[src/rtl/dmem_ctrl.sv]
// dmem_ctrl: data-memory access controller that sits at the MEM stage.
// It turns a load/store held in the EX/MEM register into a registered
// request towards a variable-latency memory, stalls the front of the
// pipeline while the access is outstanding, and reports misaligned
// accesses and memory timeouts as one-cycle exception strobes.
module dmem_ctrl #(
  parameter int D_WIDTH = 32,
  parameter int TIMEOUT = 16
) (
  input  logic               clk,
  input  logic               rst,
  input  logic               mem_re_mem,
  input  logic               mem_we_mem,
  input  logic [D_WIDTH-1:0] alu_out_mem,
  input  logic [D_WIDTH-1:0] rs2_val_mem,
  input  logic               dmem_ready,
  input  logic [D_WIDTH-1:0] dmem_rdata,
  output logic               dmem_req,
  output logic               dmem_we,
  output logic [D_WIDTH-1:0] dmem_addr,
  output logic [D_WIDTH-1:0] dmem_wdata,
  output logic               stall_mem,
  output logic [D_WIDTH-1:0] load_data,
  output logic               load_valid,
  output logic               misalign_exc,
  output logic               timeout_exc
);

  // Wide enough to hold TIMEOUT itself, so the count never wraps.
  localparam int CW = $clog2(TIMEOUT + 1);
  localparam logic [CW-1:0] CNT_LAST = CW'(TIMEOUT - 1);

  typedef enum logic [1:0] {
    IDLE = 2'd0,
    BUSY = 2'd1,
    DONE = 2'd2,
    ERR  = 2'd3
  } state_t;

  // Request as latched at launch; held untouched for the whole BUSY phase.
  typedef struct packed {
    logic               req;
    logic               we;
    logic [D_WIDTH-1:0] addr;
    logic [D_WIDTH-1:0] wdata;
  } mreq_t;

  state_t             state_q;
  mreq_t              mreq_q;
  logic [CW-1:0]      cnt_q;
  logic               is_load_q;
  logic [D_WIDTH-1:0] load_data_q;
  logic               load_valid_q;
  logic               misalign_q;
  logic               timeout_q;

  logic acc;
  logic aligned;

  assign acc     = mem_re_mem | mem_we_mem;
  assign aligned = (alu_out_mem[1:0] == 2'b00);

  // Stall is combinational so the launch cycle already freezes the
  // upstream registers; DONE/ERR release the pipeline for one cycle.
  assign stall_mem = ((state_q == IDLE) & acc & aligned) | (state_q == BUSY);

  assign dmem_req     = mreq_q.req;
  assign dmem_we      = mreq_q.we;
  assign dmem_addr    = mreq_q.addr;
  assign dmem_wdata   = mreq_q.wdata;
  assign load_data    = load_data_q;
  assign load_valid   = load_valid_q;
  assign misalign_exc = misalign_q;
  assign timeout_exc  = timeout_q;

  // Access FSM with all outputs registered; strobes default low each cycle.
  always_ff @(posedge clk or posedge rst) begin
    if (rst) begin
      state_q      <= IDLE;
      mreq_q       <= '0;
      cnt_q        <= '0;
      is_load_q    <= 1'b0;
      load_data_q  <= '0;
      load_valid_q <= 1'b0;
      misalign_q   <= 1'b0;
      timeout_q    <= 1'b0;
    end else begin
      load_valid_q <= 1'b0;
      misalign_q   <= 1'b0;
      timeout_q    <= 1'b0;
      case (state_q)
        IDLE: begin
          if (acc) begin
            if (aligned) begin
              state_q      <= BUSY;
              mreq_q.req   <= 1'b1;
              // A simultaneous read+write request is handled as a store.
              mreq_q.we    <= mem_we_mem;
              mreq_q.addr  <= alu_out_mem;
              mreq_q.wdata <= rs2_val_mem;
              is_load_q    <= ~mem_we_mem;
              cnt_q        <= '0;
            end else begin
              misalign_q <= 1'b1;
            end
          end
        end
        BUSY: begin
          // Completion is tested first so a ready on the last allowed
          // cycle beats the timeout.
          if (dmem_ready) begin
            state_q    <= DONE;
            mreq_q.req <= 1'b0;
            if (is_load_q) begin
              load_data_q  <= dmem_rdata;
              load_valid_q <= 1'b1;
            end
          end else if (cnt_q == CNT_LAST) begin
            state_q    <= ERR;
            mreq_q.req <= 1'b0;
            timeout_q  <= 1'b1;
          end else begin
            cnt_q <= cnt_q + CW'(1);
          end
        end
        // The EX/MEM register advances during DONE/ERR, so the request
        // still visible there is the finished one and must not relaunch.
        DONE:    state_q <= IDLE;
        ERR:     state_q <= IDLE;
        default: state_q <= IDLE;
      endcase
    end
  end

endmodule

[config.mk]
export PLATFORM = sky130hd
export DESIGN_NAME = dmem_ctrl
export DESIGN_NICKNAME = d
export VERILOG_FILES = /design/src/rtl/dmem_ctrl.sv
export SDC_FILE = /design/constraint.sdc
export NUM_CORES = 1
export LEC_CHECK = 0
export ABC_CLOCK_PERIOD_IN_PS = 6700
export BUFFER_PORTS_ARGS = -buffer_cell sky130_fd_sc_hd__buf_4
export CORE_ASPECT_RATIO = 1.1
export CORE_MARGIN = 4
export CORE_UTILIZATION = 40
export CTS_CLUSTER_SIZE = 24
export DETAILED_ROUTE_END_ITERATION = 10
export GPL_ROUTABILITY_DRIVEN = 0
export PLACE_DENSITY_LB_ADDON = 0.2
export SETUP_SLACK_MARGIN = 0.15
export SLEW_MARGIN = 20
export SYNTH_ARGS = -nofsm -noshare
export SYNTH_HDL_FRONTEND = slang
export SYNTH_SLANG_ARGS = --single-unit
[constraint.sdc]
create_clock -name clk -period 6.7 [get_ports clk]
set_clock_uncertainty 0.1 [all_clocks]
set_input_delay 1.675 -clock clk [delete_from_list [all_inputs] [get_ports clk]]
set_output_delay 1.675 -clock clk [all_outputs]
set_load 0.01 [all_outputs]
==> flow_summary.html, run 1 <==
<table>
<tr><th>Metric</th><th>Value</th></tr>
<tr><th colspan="2">Worst setup path</th></tr>
<tr><td>Most prevalent standard cell on the critical path</td><td>buf_4</td></tr>
<tr><td>Length in cells of the worst reg-to-reg path</td><td>3</td></tr>
<tr><td>R2R setup slack</td><td>4.30 ns</td></tr>
<tr><td>CP arrival</td><td>2.47 ns</td></tr>
<tr><td>Highest cell delay on the worst timing path</td><td>0.21 ns</td></tr>
<tr><td>Crit-path slowest cell</td><td>a21oi_1</td></tr>
<tr><td>Capturing element of the worst setup path</td><td>stall_mem</td></tr>
<tr><td>Required @ worst endpoint</td><td>4.93 ns</td></tr>
<tr><td>Kind of end point of the critical path</td><td>primary output</td></tr>
<tr><td>Worst reg2reg path endpoint</td><td>dmem_addr[17]$_DFFE_PP0P_</td></tr>
<tr><td>Critical Path Fanout Max</td><td>3</td></tr>
<tr><td>CP startpoint</td><td>alu_out_mem[1]</td></tr>
<tr><td>Startpoint of the worst-slack reg-to-reg timing path</td><td>state_q[0]$_DFFE_PP0P_</td></tr>
<tr><td>Cell family with most CP delay</td><td>compound AO/OA/AOI/OAI gates</td></tr>
<tr><td>Cell breakdown of the critical path</td><td>buf_4 &gt; nor2_1 &gt; o21ai_0 &gt; a21oi_1 &gt; buf_4</td></tr>
<tr><td>Bufs and invs on worst path</td><td>2</td></tr>
<tr><td>Crit path launch type</td><td>primary input</td></tr>
<tr><td>Total stage count of the critical path</td><td>5</td></tr>
<tr><td>Critical setup path kind</td><td>primary input to primary output</td></tr>
<tr><th colspan="2">Timing</th></tr>
<tr><td>F_max</td><td>236 MHz</td></tr>
<tr><td>Final sum of negative setup slack</td><td>0 ns</td></tr>
<tr><td>RSZ-0062 raised after global routing</td><td>false</td></tr>
<tr><td>Actual slew at the worst max-slew pin</td><td>0.807 ns</td></tr>
<tr><td>Setup violation total in the final timing report</td><td>0</td></tr>
<tr><td>Number of hold violations in the final report</td><td>0</td></tr>
<tr><td>Final Slew Violations</td><td>0</td></tr>
<tr><td>Worst Hold Slack</td><td>0.392 ns</td></tr>
<tr><td>Final period util</td><td>0.633</td></tr>
<tr><td>Headroom to the max-slew limit</td><td>0.462</td></tr>
<tr><td>Min Tclk post-route</td><td>4.24 ns</td></tr>
<tr><th colspan="2">Die</th></tr>
<tr><td>Die Y</td><td>118 um</td></tr>
<tr><td>Total Die Area</td><td>0.0128 mm^2</td></tr>
<tr><td>Number of ports placed on the die boundary</td><td>203</td></tr>
<tr><td>Core area</td><td>0.0106 mm^2</td></tr>
<tr><td>Starting density of the core</td><td>0.416</td></tr>
<tr><td>Total number of placement rows</td><td>39</td></tr>
<tr><td>Overall die width</td><td>108 um</td></tr>
<tr><th colspan="2">Global routing</th></tr>
<tr><td>Aggregate global-route resource usage</td><td>0.154</td></tr>
<tr><td>Via count of the first global-routing pass</td><td>2972</td></tr>
<tr><td>Maximum number of pins on one net before global-route repair</td><td>67</td></tr>
<tr><td>Initial antenna violation count</td><td>0</td></tr>
<tr><td>Wire length of the first global-routing pass</td><td>15400 um</td></tr>
<tr><td>GRT overflow</td><td>0</td></tr>
<tr><th colspan="2">Routing</th></tr>
<tr><td>Antenna viol nets, final</td><td>0</td></tr>
<tr><td>Detailed-route DRC error count</td><td>0</td></tr>
<tr><td>WL per Instance</td><td>16.4 um</td></tr>
<tr><td>Detailed-router iteration count before antenna repair</td><td>4</td></tr>
<tr><td>Post-detailed-routing wire length</td><td>9960 um</td></tr>
<tr><td>Violation count after the first detailed-route iteration</td><td>88</td></tr>
<tr><td>Routed vias/inst</td><td>4.62</td></tr>
<tr><td>Routed vias</td><td>2807</td></tr>
<tr><th colspan="2">Power and ir drop</th></tr>
<tr><td>Power consumption</td><td>2.34 mW</td></tr>
<tr><td>Pwr dens</td><td>373 mW/mm^2</td></tr>
<tr><td>VDD IR-drop max</td><td>0.000175 V</td></tr>
<tr><td>Pint</td><td>1.70 mW</td></tr>
<tr><td>Relative contribution of sequential cells to total power</td><td>0.425</td></tr>
<tr><td>Leakage power summed over all cells</td><td>3.28 nW</td></tr>
<tr><td>P_sw</td><td>644 uW</td></tr>
<tr><td>Switching share of power</td><td>0.275</td></tr>
<tr><td>Part of the total power dissipated in the clock network</td><td>0.227</td></tr>
<tr><td>Combinational Power Share</td><td>0.348</td></tr>
<tr><th colspan="2">Clock network</th></tr>
<tr><td>CTS H-tree lvls</td><td>3</td></tr>
<tr><td>Clock tree root driver cell</td><td>clkbuf_16</td></tr>
<tr><td>Post-CTS Setup Repair Bufs</td><td>0</td></tr>
<tr><td>Number of buffers created by CTS</td><td>9</td></tr>
<tr><td>CTS tree</td><td>yes</td></tr>
<tr><td>Hold Buf Count CTS</td><td>0</td></tr>
<tr><td>Clock latency of the later-clocked register in the worst-skew pair</td><td>0.34 ns</td></tr>
<tr><td>Max clock buf depth</td><td>2</td></tr>
<tr><td>Post-cts gate resize count</td><td>0</td></tr>
<tr><td>CTS clock-pin slew for the worst setup and hold paths</td><td>0.07 ns</td></tr>
<tr><td>CTS sink count</td><td>109</td></tr>
<tr><th colspan="2">Yosys</th></tr>
<tr><td>Sequential share of the synthesized area</td><td>0.619</td></tr>
<tr><td>Synthesized net count</td><td>359</td></tr>
<tr><td>Post-synthesis instance total</td><td>256</td></tr>
<tr><td>Number of flip-flops and latches in the synthesized netlist</td><td>109</td></tr>
<tr><td>Netlist area before placement</td><td>0.00441 mm^2</td></tr>
<tr><td>Mapped Avg Cell Area</td><td>17.2 um^2</td></tr>
<tr><td>Post-synth cell types</td><td>25</td></tr>
<tr><td>Number of synthesis warnings</td><td>0</td></tr>
<tr><th colspan="2">Placed design</th></tr>
<tr><td>HPWL reported at the end of detailed placement</td><td>7340 um</td></tr>
<tr><td>Number of buffers added on ports</td><td>202</td></tr>
<tr><th colspan="2">Flow run</th></tr>
<tr><td>Max-capacitance violation count</td><td>0</td></tr>
<tr><th colspan="2">Finish</th></tr>
<tr><td>Synth-to-layout area growth</td><td>42.6%</td></tr>
<tr><td>Ratio of cells with drive above 1 in the final layout</td><td>0.680</td></tr>
<tr><td>Antenna fix cells</td><td>0</td></tr>
<tr><td>Final Net Count</td><td>564</td></tr>
<tr><th colspan="2">Outcome</th></tr>
<tr><td>Result of the run</td><td>finished, final reports clean</td></tr>
<tr><th colspan="2">Worst hold path</th></tr>
<tr><td>Worst hold-check path type</td><td>flip-flop to flip-flop</td></tr>
<tr><td>Hold Startpoint</td><td>dmem_addr[0]$_DFFE_PP0P_</td></tr>
</table>
## worst min path at each step
stage	slack, ns	to	cells past startpoint
2_1_floorplan	0.35	cnt_q[3]$_DFFE_PP0P_	1
3_3_place_gp	0.36	is_load_q$_DFFE_PP0P_	2
3_5_place_dp	0.38	dmem_addr[0]$_DFFE_PP0P_	1
4_1_cts	0.40	cnt_q[3]$_DFFE_PP0P_	1
5_1_grt	0.42	load_data[26]$_DFFE_PP0P_	1
6_report	0.39	dmem_addr[0]$_DFFE_PP0P_	1
## per-stage QoR
stage	area (um^2)	setup slack, ns	cells	utilization
3_5_place_dp	5980	2.47	593	0.565
3_3_place_gp	5980	2.45	593	0.565
4_1_cts	6280	2.46	608	0.593
6_report	6280	2.46	608	0.593
5_1_grt	6280	2.38	608	0.593
2_1_floorplan	4410	2.05	256	-
## flip-flops by register name, summed over array words and instances, names as in the netlist, 2 cells and up
register and cells:
dmem_addr 32, load_data 32, dmem_wdata 32, state_q 2, cnt_q 5
## kinds of logic (layout without fill, tap and decap cells)
kind of cell / after synthesis / count (layout) / synth area share
buf+inv: 15 / 224 / 0.0375
simple gates: 25 / 25 / 0.0304
compound gates: 9 / 9 / 0.0111
flops: 109 / 109 / 0.619
mux: 96 / 96 / 0.296
fa+ha+maj: 2 / 2 / 0.00568
## cell usage in the layout (no fill, tap or decap), types with 2 or more instances in the layout
master and n:
nand2_1 5, and2_1 2, clkbuf_16 9, nor2_1 4
clkinvlp_4 2, clkbuf_8 2, o21ai_0 7, nand3_1 6
dfrtp_1 109, inv_1 3, ha_1 2, mux2_4 60
buf_4 205, mux2_2 35
## power groups by stage
stage | registers, mW | logic (mW) | clock network, mW
after floorplan | 1.10 | 0.298 | 0
after CTS | 0.997 | 0.834 | 0.548
final | 0.996 | 0.816 | 0.531
after global routing | 1.02 | 0.875 | 0.577
after global placement | 0.995 | 0.823 | 0
after detailed placement | 1.01 | 0.832 | 0
## worst register-to-register path: cells and delay by family, from the launching register on
kind                   cells  cell delay (ns)
buffers and inverters      1             0.47
multiplexers               1             0.44
AND/OR/NAND/NOR            1             0.81
flip-flops                 1             0.45
## synth_stat cells, drive strengths merged
master | n | share of area
mux2 | 95 | 0.29
nor4 | 1 | 0.0014
nor4b | 1 | 0.0020
nand3 | 6 | 0.0068
mux2i | 1 | 0.0023
a2bb2oi | 1 | 0.0020
nor2 | 4 | 0.0034
a21oi | 1 | 0.0011
o21ai | 7 | 0.0080
nand4 | 1 | 0.0014
buf | 10 | 0.033
nand2 | 5 | 0.0043
and3 | 1 | 0.0014
dfrtp | 109 | 0.62
nor2b | 1 | 0.0014
nand2b | 1 | 0.0014
clkbuf | 1 | 0.00085
inv | 4 | 0.0034
ha | 2 | 0.0057
or4b | 1 | 0.0023
nor3b | 1 | 0.0017
and2 | 2 | 0.0028
## layer usage
layer	vias to the layer above	global-route usage	share of wire
li1	1297	-	-
met1	1409	0.183	0.39
met2	92	0.269	0.54
met3	9	0.0362	0.056
met4	0	0.0560	0.014
met5	-	0	0
## layout make-up
cell class / count / area (um^2)
sequential: 109 / 2730
clock buffer: 12 / 256
clock inverter: 3 / 45.0
multi-input combinational: 132 / 1520
timing repair buffer: 205 / 1540
tap: 143 / 179
fill: 850 / 4310
inverter: 4 / 17.5
Note: power is estimated with default switching activity, not from simulation.
==> inputs of run 2 (changes only) <==
- ABC_AREA: default -> 1
- ABC_CLOCK_PERIOD_IN_PS: 6700 -> 3800
- clock period: 6.7 -> 3.8 ns (I/O delays scaled with it)
==> run 2 against run 1 <==
Compared with the run above: combinational power rose by 52%; worst setup slack worse by 1.3 ns; first-iteration DRC count up 81%; sequential power is 72% higher; final area shrank 1.8%; sequential share of layout area is 0.80 points higher; critical path depth increased by 1; count of clock-buffer cells in the layout fell by 2; critical path type unchanged.
==> flow_summary.html, run 2 <==
<table>
<tr><th>Metric</th><th>Value</th></tr>
<tr><th colspan="2">Outcome</th></tr>
<tr><td>Result of the run</td><td>finished, final reports clean</td></tr>
<tr><th colspan="2">Finish</th></tr>
<tr><td>Leading cell type in the layout, fill and taps excluded</td><td>nand2_1</td></tr>
<tr><td>Total non-filler cell area in the finished layout</td><td>0.00617 mm^2</td></tr>
<tr><td>Ratio of cells with drive above 1 in the final layout</td><td>0.333</td></tr>
<tr><td>Synth-to-layout area growth</td><td>45.9%</td></tr>
<tr><td>Fill cell count</td><td>944</td></tr>
<tr><td>Most used cells in the layout excluding fill and tap cells</td><td>nand2_1, buf_4, dfrtp_1</td></tr>
<tr><td>Final standard cell count with taps included and fillers excluded</td><td>831</td></tr>
<tr><td>Antenna fix cells</td><td>0</td></tr>
<tr><td>Final Net Count</td><td>786</td></tr>
<tr><th colspan="2">Yosys</th></tr>
<tr><td>Most instantiated flip-flop cell in the synthesis netlist</td><td>dfrtp_1</td></tr>
<tr><td>Biggest area consumer among synthesized cells</td><td>dfrtp_1</td></tr>
<tr><td>Fraction of post-synthesis cell area in the top cell type by area</td><td>0.645</td></tr>
<tr><td>Netlist area before placement</td><td>0.00423 mm^2</td></tr>
<tr><td>Synthesized net count</td><td>589</td></tr>
<tr><td>Most common cell in the synthesized netlist</td><td>nand2_1</td></tr>
<tr><td>Leading cell types by total area after synthesis</td><td>dfrtp_1, nand2_1, buf_2, inv_1, nor2_1</td></tr>
<tr><td>Leading cell types by count after synthesis</td><td>nand2_1, dfrtp_1, inv_1</td></tr>
<tr><td>Number of enable flip-flop cells after synthesis</td><td>0</td></tr>
<tr><td>Fraction of registers with async set/reset</td><td>1.00</td></tr>
<tr><td>Mapped Avg Cell Area</td><td>8.70 um^2</td></tr>
<tr><td>Number of synthesis warnings</td><td>0</td></tr>
<tr><td>Number of flip-flops and latches in the synthesized netlist</td><td>109</td></tr>
<tr><td>Post-synth cell types</td><td>16</td></tr>
<tr><td>Post-synthesis instance total</td><td>486</td></tr>
<tr><td>Sequential share of the synthesized area</td><td>0.645</td></tr>
<tr><th colspan="2">Clock network</th></tr>
<tr><td>Clock tree root driver cell</td><td>clkbuf_16</td></tr>
<tr><td>Post-CTS Setup Repair Bufs</td><td>0</td></tr>
<tr><td>Max clock buf depth</td><td>2</td></tr>
<tr><td>Post-cts gate resize count</td><td>0</td></tr>
<tr><td>CTS clock-pin slew for the worst setup and hold paths</td><td>0.07 ns</td></tr>
<tr><td>CTS tree</td><td>yes</td></tr>
<tr><td>Number of buffers created by CTS</td><td>9</td></tr>
<tr><td>CTS sink count</td><td>109</td></tr>
<tr><td>Hold Buf Count CTS</td><td>0</td></tr>
<tr><td>Clock latency of the later-clocked register in the worst-skew pair</td><td>0.34 ns</td></tr>
<tr><td>CTS H-tree lvls</td><td>3</td></tr>
<tr><th colspan="2">Timing</th></tr>
<tr><td>RSZ-0062 raised after global routing</td><td>false</td></tr>
<tr><td>Number of hold violations in the final report</td><td>0</td></tr>
<tr><td>Min Tclk post-route</td><td>2.67 ns</td></tr>
<tr><td>Final sum of negative setup slack</td><td>0 ns</td></tr>
<tr><td>Worst Hold Slack</td><td>0.373 ns</td></tr>
<tr><td>Actual slew at the worst max-slew pin</td><td>0.866 ns</td></tr>
<tr><td>F_max</td><td>375 MHz</td></tr>
<tr><td>Final period util</td><td>0.702</td></tr>
<tr><td>Final Slew Violations</td><td>0</td></tr>
<tr><td>Headroom to the max-slew limit</td><td>0.422</td></tr>
<tr><td>Setup violation total in the final timing report</td><td>0</td></tr>
<tr><th colspan="2">Die</th></tr>
<tr><td>Total number of placement rows</td><td>39</td></tr>
<tr><td>Overall die width</td><td>106 um</td></tr>
<tr><td>Starting density of the core</td><td>0.409</td></tr>
<tr><td>Number of ports placed on the die boundary</td><td>203</td></tr>
<tr><td>Core area</td><td>0.0103 mm^2</td></tr>
<tr><td>Total Die Area</td><td>0.0123 mm^2</td></tr>
<tr><td>Die Y</td><td>116 um</td></tr>
<tr><th colspan="2">Placed design</th></tr>
<tr><td>Cell Count Post-Placement</td><td>815</td></tr>
<tr><td>Post-placement cell area</td><td>0.00586 mm^2</td></tr>
<tr><td>Number of buffers added on ports</td><td>202</td></tr>
<tr><td>HPWL reported at the end of detailed placement</td><td>7980 um</td></tr>
<tr><th colspan="2">Worst setup path</th></tr>
<tr><td>Critical Path Fanout Max</td><td>3</td></tr>
<tr><td>Critical setup path kind</td><td>primary input to primary output</td></tr>
<tr><td>Kind of end point of the critical path</td><td>primary output</td></tr>
<tr><td>CP arrival</td><td>1.62 ns</td></tr>
<tr><td>Crit path launch type</td><td>primary input</td></tr>
<tr><td>Required @ worst endpoint</td><td>2.75 ns</td></tr>
<tr><th colspan="2">Routing</th></tr>
<tr><td>Post-detailed-routing wire length</td><td>11200 um</td></tr>
<tr><td>WL per Instance</td><td>13.5 um</td></tr>
<tr><td>Routed vias/inst</td><td>4.49</td></tr>
<tr><td>Antenna viol nets, final</td><td>0</td></tr>
<tr><td>Detailed-route DRC error count</td><td>0</td></tr>
<tr><td>Detailed-router iteration count before antenna repair</td><td>4</td></tr>
<tr><td>Violation count after the first detailed-route iteration</td><td>159</td></tr>
<tr><td>Routed vias</td><td>3728</td></tr>
<tr><th colspan="2">Global routing</th></tr>
<tr><td>Aggregate global-route resource usage</td><td>0.188</td></tr>
<tr><td>Maximum number of pins on one net before global-route repair</td><td>68</td></tr>
<tr><td>GRT overflow</td><td>0</td></tr>
<tr><td>Initial antenna violation count</td><td>0</td></tr>
<tr><td>Via count of the first global-routing pass</td><td>3702</td></tr>
<tr><td>Wire length of the first global-routing pass</td><td>18300 um</td></tr>
<tr><th colspan="2">Power and ir drop</th></tr>
<tr><td>Leakage power summed over all cells</td><td>3.55 nW</td></tr>
<tr><td>VDD IR-drop max</td><td>0.000298 V</td></tr>
<tr><td>Pwr dens</td><td>635 mW/mm^2</td></tr>
<tr><th colspan="2">Flow run</th></tr>
<tr><td>Max-capacitance violation count</td><td>0</td></tr>
<tr><th colspan="2">Worst hold path</th></tr>
<tr><td>Worst hold-check path type</td><td>flip-flop to flip-flop</td></tr>
</table>
-- run 2: worst paths after layout --
path	startpoint	to	slack (ns)	cells past startpoint
min reg2reg	dmem_addr[0]$_DFFE_PP0P_	dmem_addr[0]$_DFFE_PP0P_	0.37	2
max	mem_we_mem	stall_mem	1.13	6
min	dmem_addr[0]$_DFFE_PP0P_	dmem_addr[0]$_DFFE_PP0P_	0.37	2
min in group asynchronous	rst	dmem_wdata[19]$_DFFE_PP0P_	0.51	2
max in group asynchronous	rst	dmem_addr[21]$_DFFE_PP0P_	2.33	3
max reg2reg	state_q[1]$_DFFE_PP0P_	load_data[4]$_DFFE_PP0P_	1.42	7
-- run 2: routing by layer --
layer | wire length, um | global-route usage | share of wire
met4 | 289 | 0.0803 | 0.026
met5 | 0 | 0 | 0
met2 | 5370 | 0.300 | 0.48
met3 | 780 | 0.0501 | 0.069
met1 | 4800 | 0.243 | 0.43
-- run 2: power by group --
| group | leakage, nW | total (mW) | switching (mW) | internal [mW] |
|---|---|---|---|---|
| combinational | 2.02 | 1.24 | 0.600 | 0.643 |
| clock | 0.147 | 0.963 | 0.428 | 0.535 |
| sequential | 1.38 | 1.71 | 0.199 | 1.51 |
-- run 2: logic make-up after synthesis --
family,share of synthesized area
AOI/OAI and AO/OA,0.00414
adders and majority gates,0.00592
buffers and inverters,0.0391
DFF,0.645
and+or+nand+nor,0.306
-- run 2: final cells by class --
type | count | area (um^2) | area share
Sequential cell | 109 | 2730 | 0.442
Clock inverter | 6 | 70.1 | 0.0114
Multi-Input combinational cell | 342 | 1340 | 0.216
Inverter | 16 | 65.1 | 0.0105
Tap cell | 143 | 179 | 0.0290
Clock buffer | 10 | 239 | 0.0388
Timing Repair Buffer | 205 | 1550 | 0.252
-- run 2: per-stage QoR --
step / utilization / setup slack (ns) / total power, mW
finish: 0.596 / 1.13 / 3.92
global route: 0.596 / 1.03 / 4.17
CTS: 0.596 / 1.14 / 3.98
detailed placement: 0.566 / 1.07 / 2.99
global placement: 0.566 / 1.07 / 2.97
floorplan: - / 1.20 / 2.24
-- run 2: critical path: stages --
cell     delay (ns)
buf_4          0.11
nor2_1         0.16
inv_1          0.07
nand3_2        0.09
nand2_1        0.08
buf_4          0.15
==> inputs of run 3 (changes only) <==
- ABC_CLOCK_PERIOD_IN_PS: 3800 -> 2380
- clock period: 3.8 -> 2.38 ns (I/O delays scaled with it)
==> run 3 against run 2 <==
Compared with the run above: register-to-register slack lost 0.92 ns; hold slack lost 0.12 ns; non-clock buffer count grew 2; critical endpoint unchanged; largest power group unchanged.
==> flow_summary.html, run 3 (synthesis results as in run 2) <==
<table>
<tr><th>Metric</th><th>Value</th></tr>
<tr><th colspan="2">Outcome</th></tr>
<tr><td>Result of the run</td><td>finished, final reports clean</td></tr>
<tr><th colspan="2">Clock network</th></tr>
<tr><td>Clock tree root driver cell</td><td>clkbuf_16</td></tr>
<tr><td>CTS H-tree lvls</td><td>3</td></tr>
<tr><td>Max clock buf depth</td><td>2</td></tr>
<tr><td>Number of buffers created by CTS</td><td>9</td></tr>
<tr><td>CTS clock-pin slew for the worst setup and hold paths</td><td>0.07 ns</td></tr>
<tr><td>CTS sink count</td><td>109</td></tr>
<tr><td>Hold Buf Count CTS</td><td>0</td></tr>
<tr><td>Clock latency of the later-clocked register in the worst-skew pair</td><td>0.34 ns</td></tr>
<tr><td>CTS tree</td><td>yes</td></tr>
<tr><th colspan="2">Power and ir drop</th></tr>
<tr><td>Switching share of power</td><td>0.315</td></tr>
<tr><td>Part of the total power dissipated in the clock network</td><td>0.217</td></tr>
<tr><td>P_sw</td><td>1.90 mW</td></tr>
<tr><td>Relative contribution of sequential cells to total power</td><td>0.453</td></tr>
<tr><td>VDD IR-drop max</td><td>0.000491 V</td></tr>
<tr><td>Pint</td><td>4.14 mW</td></tr>
<tr><td>Combinational Power Share</td><td>0.329</td></tr>
<tr><td>Power consumption</td><td>6.05 mW</td></tr>
<tr><td>Leakage power summed over all cells</td><td>3.54 nW</td></tr>
<tr><td>Pwr dens</td><td>986 mW/mm^2</td></tr>
<tr><th colspan="2">Timing</th></tr>
<tr><td>Final Slew Violations</td><td>0</td></tr>
<tr><td>Min Tclk post-route</td><td>2.02 ns</td></tr>
<tr><td>Setup violation total in the final timing report</td><td>0</td></tr>
<tr><td>Actual slew at the worst max-slew pin</td><td>0.832 ns</td></tr>
<tr><td>Final sum of negative setup slack</td><td>0 ns</td></tr>
<tr><td>RSZ-0062 raised after global routing</td><td>false</td></tr>
<tr><td>Number of hold violations in the final report</td><td>0</td></tr>
<tr><td>Final period util</td><td>0.848</td></tr>
<tr><td>F_max</td><td>495 MHz</td></tr>
<tr><td>Headroom to the max-slew limit</td><td>0.446</td></tr>
<tr><th colspan="2">Worst setup path</th></tr>
<tr><td>Critical setup path kind</td><td>flip-flop to primary output</td></tr>
<tr><td>Cell family with most CP delay</td><td>simple AND/OR/NAND/NOR gates</td></tr>
<tr><td>CP arrival</td><td>1.32 ns</td></tr>
<tr><td>Crit-path slowest cell</td><td>dfrtp_1</td></tr>
<tr><td>Crit path launch type</td><td>flip-flop</td></tr>
<tr><td>Bufs and invs on worst path</td><td>1</td></tr>
<tr><td>Kind of end point of the critical path</td><td>primary output</td></tr>
<tr><td>Cell breakdown of the critical path</td><td>nor2_2 &gt; nand3_2 &gt; nand2_1 &gt; buf_4</td></tr>
<tr><td>Highest cell delay on the worst timing path</td><td>0.42 ns</td></tr>
<tr><td>Critical Path Fanout Max</td><td>5</td></tr>
<tr><td>Required @ worst endpoint</td><td>1.68 ns</td></tr>
<tr><th colspan="2">Finish</th></tr>
<tr><td>Fill cell count</td><td>959</td></tr>
<tr><td>Leading cell type in the layout, fill and taps excluded</td><td>nand2_1</td></tr>
<tr><td>Footprint of the multi-input gates</td><td>0.00134 mm^2</td></tr>
<tr><td>Ratio of cells with drive above 1 in the final layout</td><td>0.330</td></tr>
<tr><td>Antenna fix cells</td><td>0</td></tr>
<tr><td>End-of-flow core utilization</td><td>0.593</td></tr>
<tr><td>Most used cells in the layout excluding fill and tap cells</td><td>nand2_1, buf_4, dfrtp_1</td></tr>
<tr><td>Total non-filler cell area in the finished layout</td><td>0.00613 mm^2</td></tr>
<tr><td>Sequential standard cell area</td><td>0.00273 mm^2</td></tr>
<tr><td>Final Net Count</td><td>788</td></tr>
<tr><td>Synth-to-layout area growth</td><td>45.1%</td></tr>
<tr><th colspan="2">Routing</th></tr>
<tr><td>Post-detailed-routing wire length</td><td>11200 um</td></tr>
<tr><td>Routed vias</td><td>3711</td></tr>
<tr><td>Detailed-router iteration count before antenna repair</td><td>4</td></tr>
<tr><td>Routed vias/inst</td><td>4.47</td></tr>
<tr><td>Antenna viol nets, final</td><td>0</td></tr>
<tr><td>Detailed-route DRC error count</td><td>0</td></tr>
<tr><td>WL per Instance</td><td>13.4 um</td></tr>
<tr><td>Violation count after the first detailed-route iteration</td><td>149</td></tr>
<tr><th colspan="2">Die</th></tr>
<tr><td>Number of ports placed on the die boundary</td><td>203</td></tr>
<tr><td>Core area</td><td>0.0103 mm^2</td></tr>
<tr><td>Starting density of the core</td><td>0.409</td></tr>
<tr><td>Die Y</td><td>116 um</td></tr>
<tr><td>Total number of placement rows</td><td>39</td></tr>
<tr><td>Total Die Area</td><td>0.0123 mm^2</td></tr>
<tr><td>Overall die width</td><td>106 um</td></tr>
<tr><th colspan="2">Global routing</th></tr>
<tr><td>GRT overflow</td><td>0</td></tr>
<tr><td>Maximum number of pins on one net before global-route repair</td><td>65</td></tr>
<tr><td>Initial antenna violation count</td><td>0</td></tr>
<tr><td>Aggregate global-route resource usage</td><td>0.183</td></tr>
<tr><td>Wire length of the first global-routing pass</td><td>17800 um</td></tr>
<tr><td>Via count of the first global-routing pass</td><td>3711</td></tr>
<tr><th colspan="2">Worst hold path</th></tr>
<tr><td>Worst hold-check path type</td><td>primary input to asynchronous set/reset pin</td></tr>
<tr><th colspan="2">Placed design</th></tr>
<tr><td>Number of buffers added on ports</td><td>202</td></tr>
<tr><td>Post-placement cell area</td><td>0.00588 mm^2</td></tr>
<tr><td>HPWL reported at the end of detailed placement</td><td>8140 um</td></tr>
<tr><th colspan="2">Flow run</th></tr>
<tr><td>Max-capacitance violation count</td><td>0</td></tr>
</table>
==> run 3: power groups by stage <==
| stage | registers, mW | logic (mW) | clock network [mW] |
|---|---|---|---|
| floorplan | 3.00 | 0.574 | 0 |
| global placement | 2.75 | 1.99 | 0 |
| detailed placement | 2.76 | 2.04 | 0 |
| CTS | 2.74 | 2.04 | 1.36 |
| global route | 2.81 | 2.20 | 1.44 |
| finish | 2.74 | 1.99 | 1.31 |
==> run 3: what timing repair did <==
action | 4_1_cts | 5_1_grt
setup buffers | 0 | 0
setup endpoints to repair | 0 | 1
gates resized for setup | 0 | 1
==> run 3: stage by stage <==
| step | hold WS (ns) | setup slack, ns | cells |
|---|---|---|---|
| 2_1_floorplan | 0.342 | 0.370 | 486 |
| 3_3_place_gp | 0.355 | 0.0986 | 817 |
| 3_5_place_dp | 0.356 | 0.0554 | 817 |
| 4_1_cts | 0.267 | 0.301 | 831 |
| 5_1_grt | 0.300 | 0.237 | 831 |
| 6_report | 0.254 | 0.362 | 831 |
==> run 3: path summary, 6_finish.rpt <==
check                                               from                   endpoint  slack (ns)  cells past startpoint
worst max-delay path              state_q[0]$_DFFE_PP0P_                  stall_mem        0.36                      4
worst min-delay path                                 rst  load_data[24]$_DFFE_PP0P_        0.25                      2
worst max register to register    state_q[0]$_DFFE_PP0P_        dmem_we$_DFFE_PP0P_        0.50                      4
worst min register to register  dmem_addr[0]$_DFFE_PP0P_   dmem_addr[0]$_DFFE_PP0P_        0.37                      2
max in group asynchronous                            rst       cnt_q[4]$_DFFE_PP0P_        1.30                      3
min in group clk                         alu_out_mem[27]  dmem_addr[27]$_DFFE_PP0P_        0.34                      3
==> run 3: cell type report <==
type                            count  share of cell area
Clock inverter                      3             0.00245
Inverter                           16              0.0106
Timing Repair Buffer              207               0.257
Sequential cell                   109               0.445
Multi-Input combinational cell    342               0.218
Clock buffer                       11              0.0379
Tap cell                          143              0.0292
==> run 3: layer usage <==
layer | part of all wire | track usage | vias to the layer above
met4 | 0.018 | 0.0682 | 0
met1 | 0.41 | 0.219 | 1724
met5 | 0 | 0 | -
met3 | 0.080 | 0.0624 | 16
li1 | - | - | 1847
met2 | 0.50 | 0.309 | 124
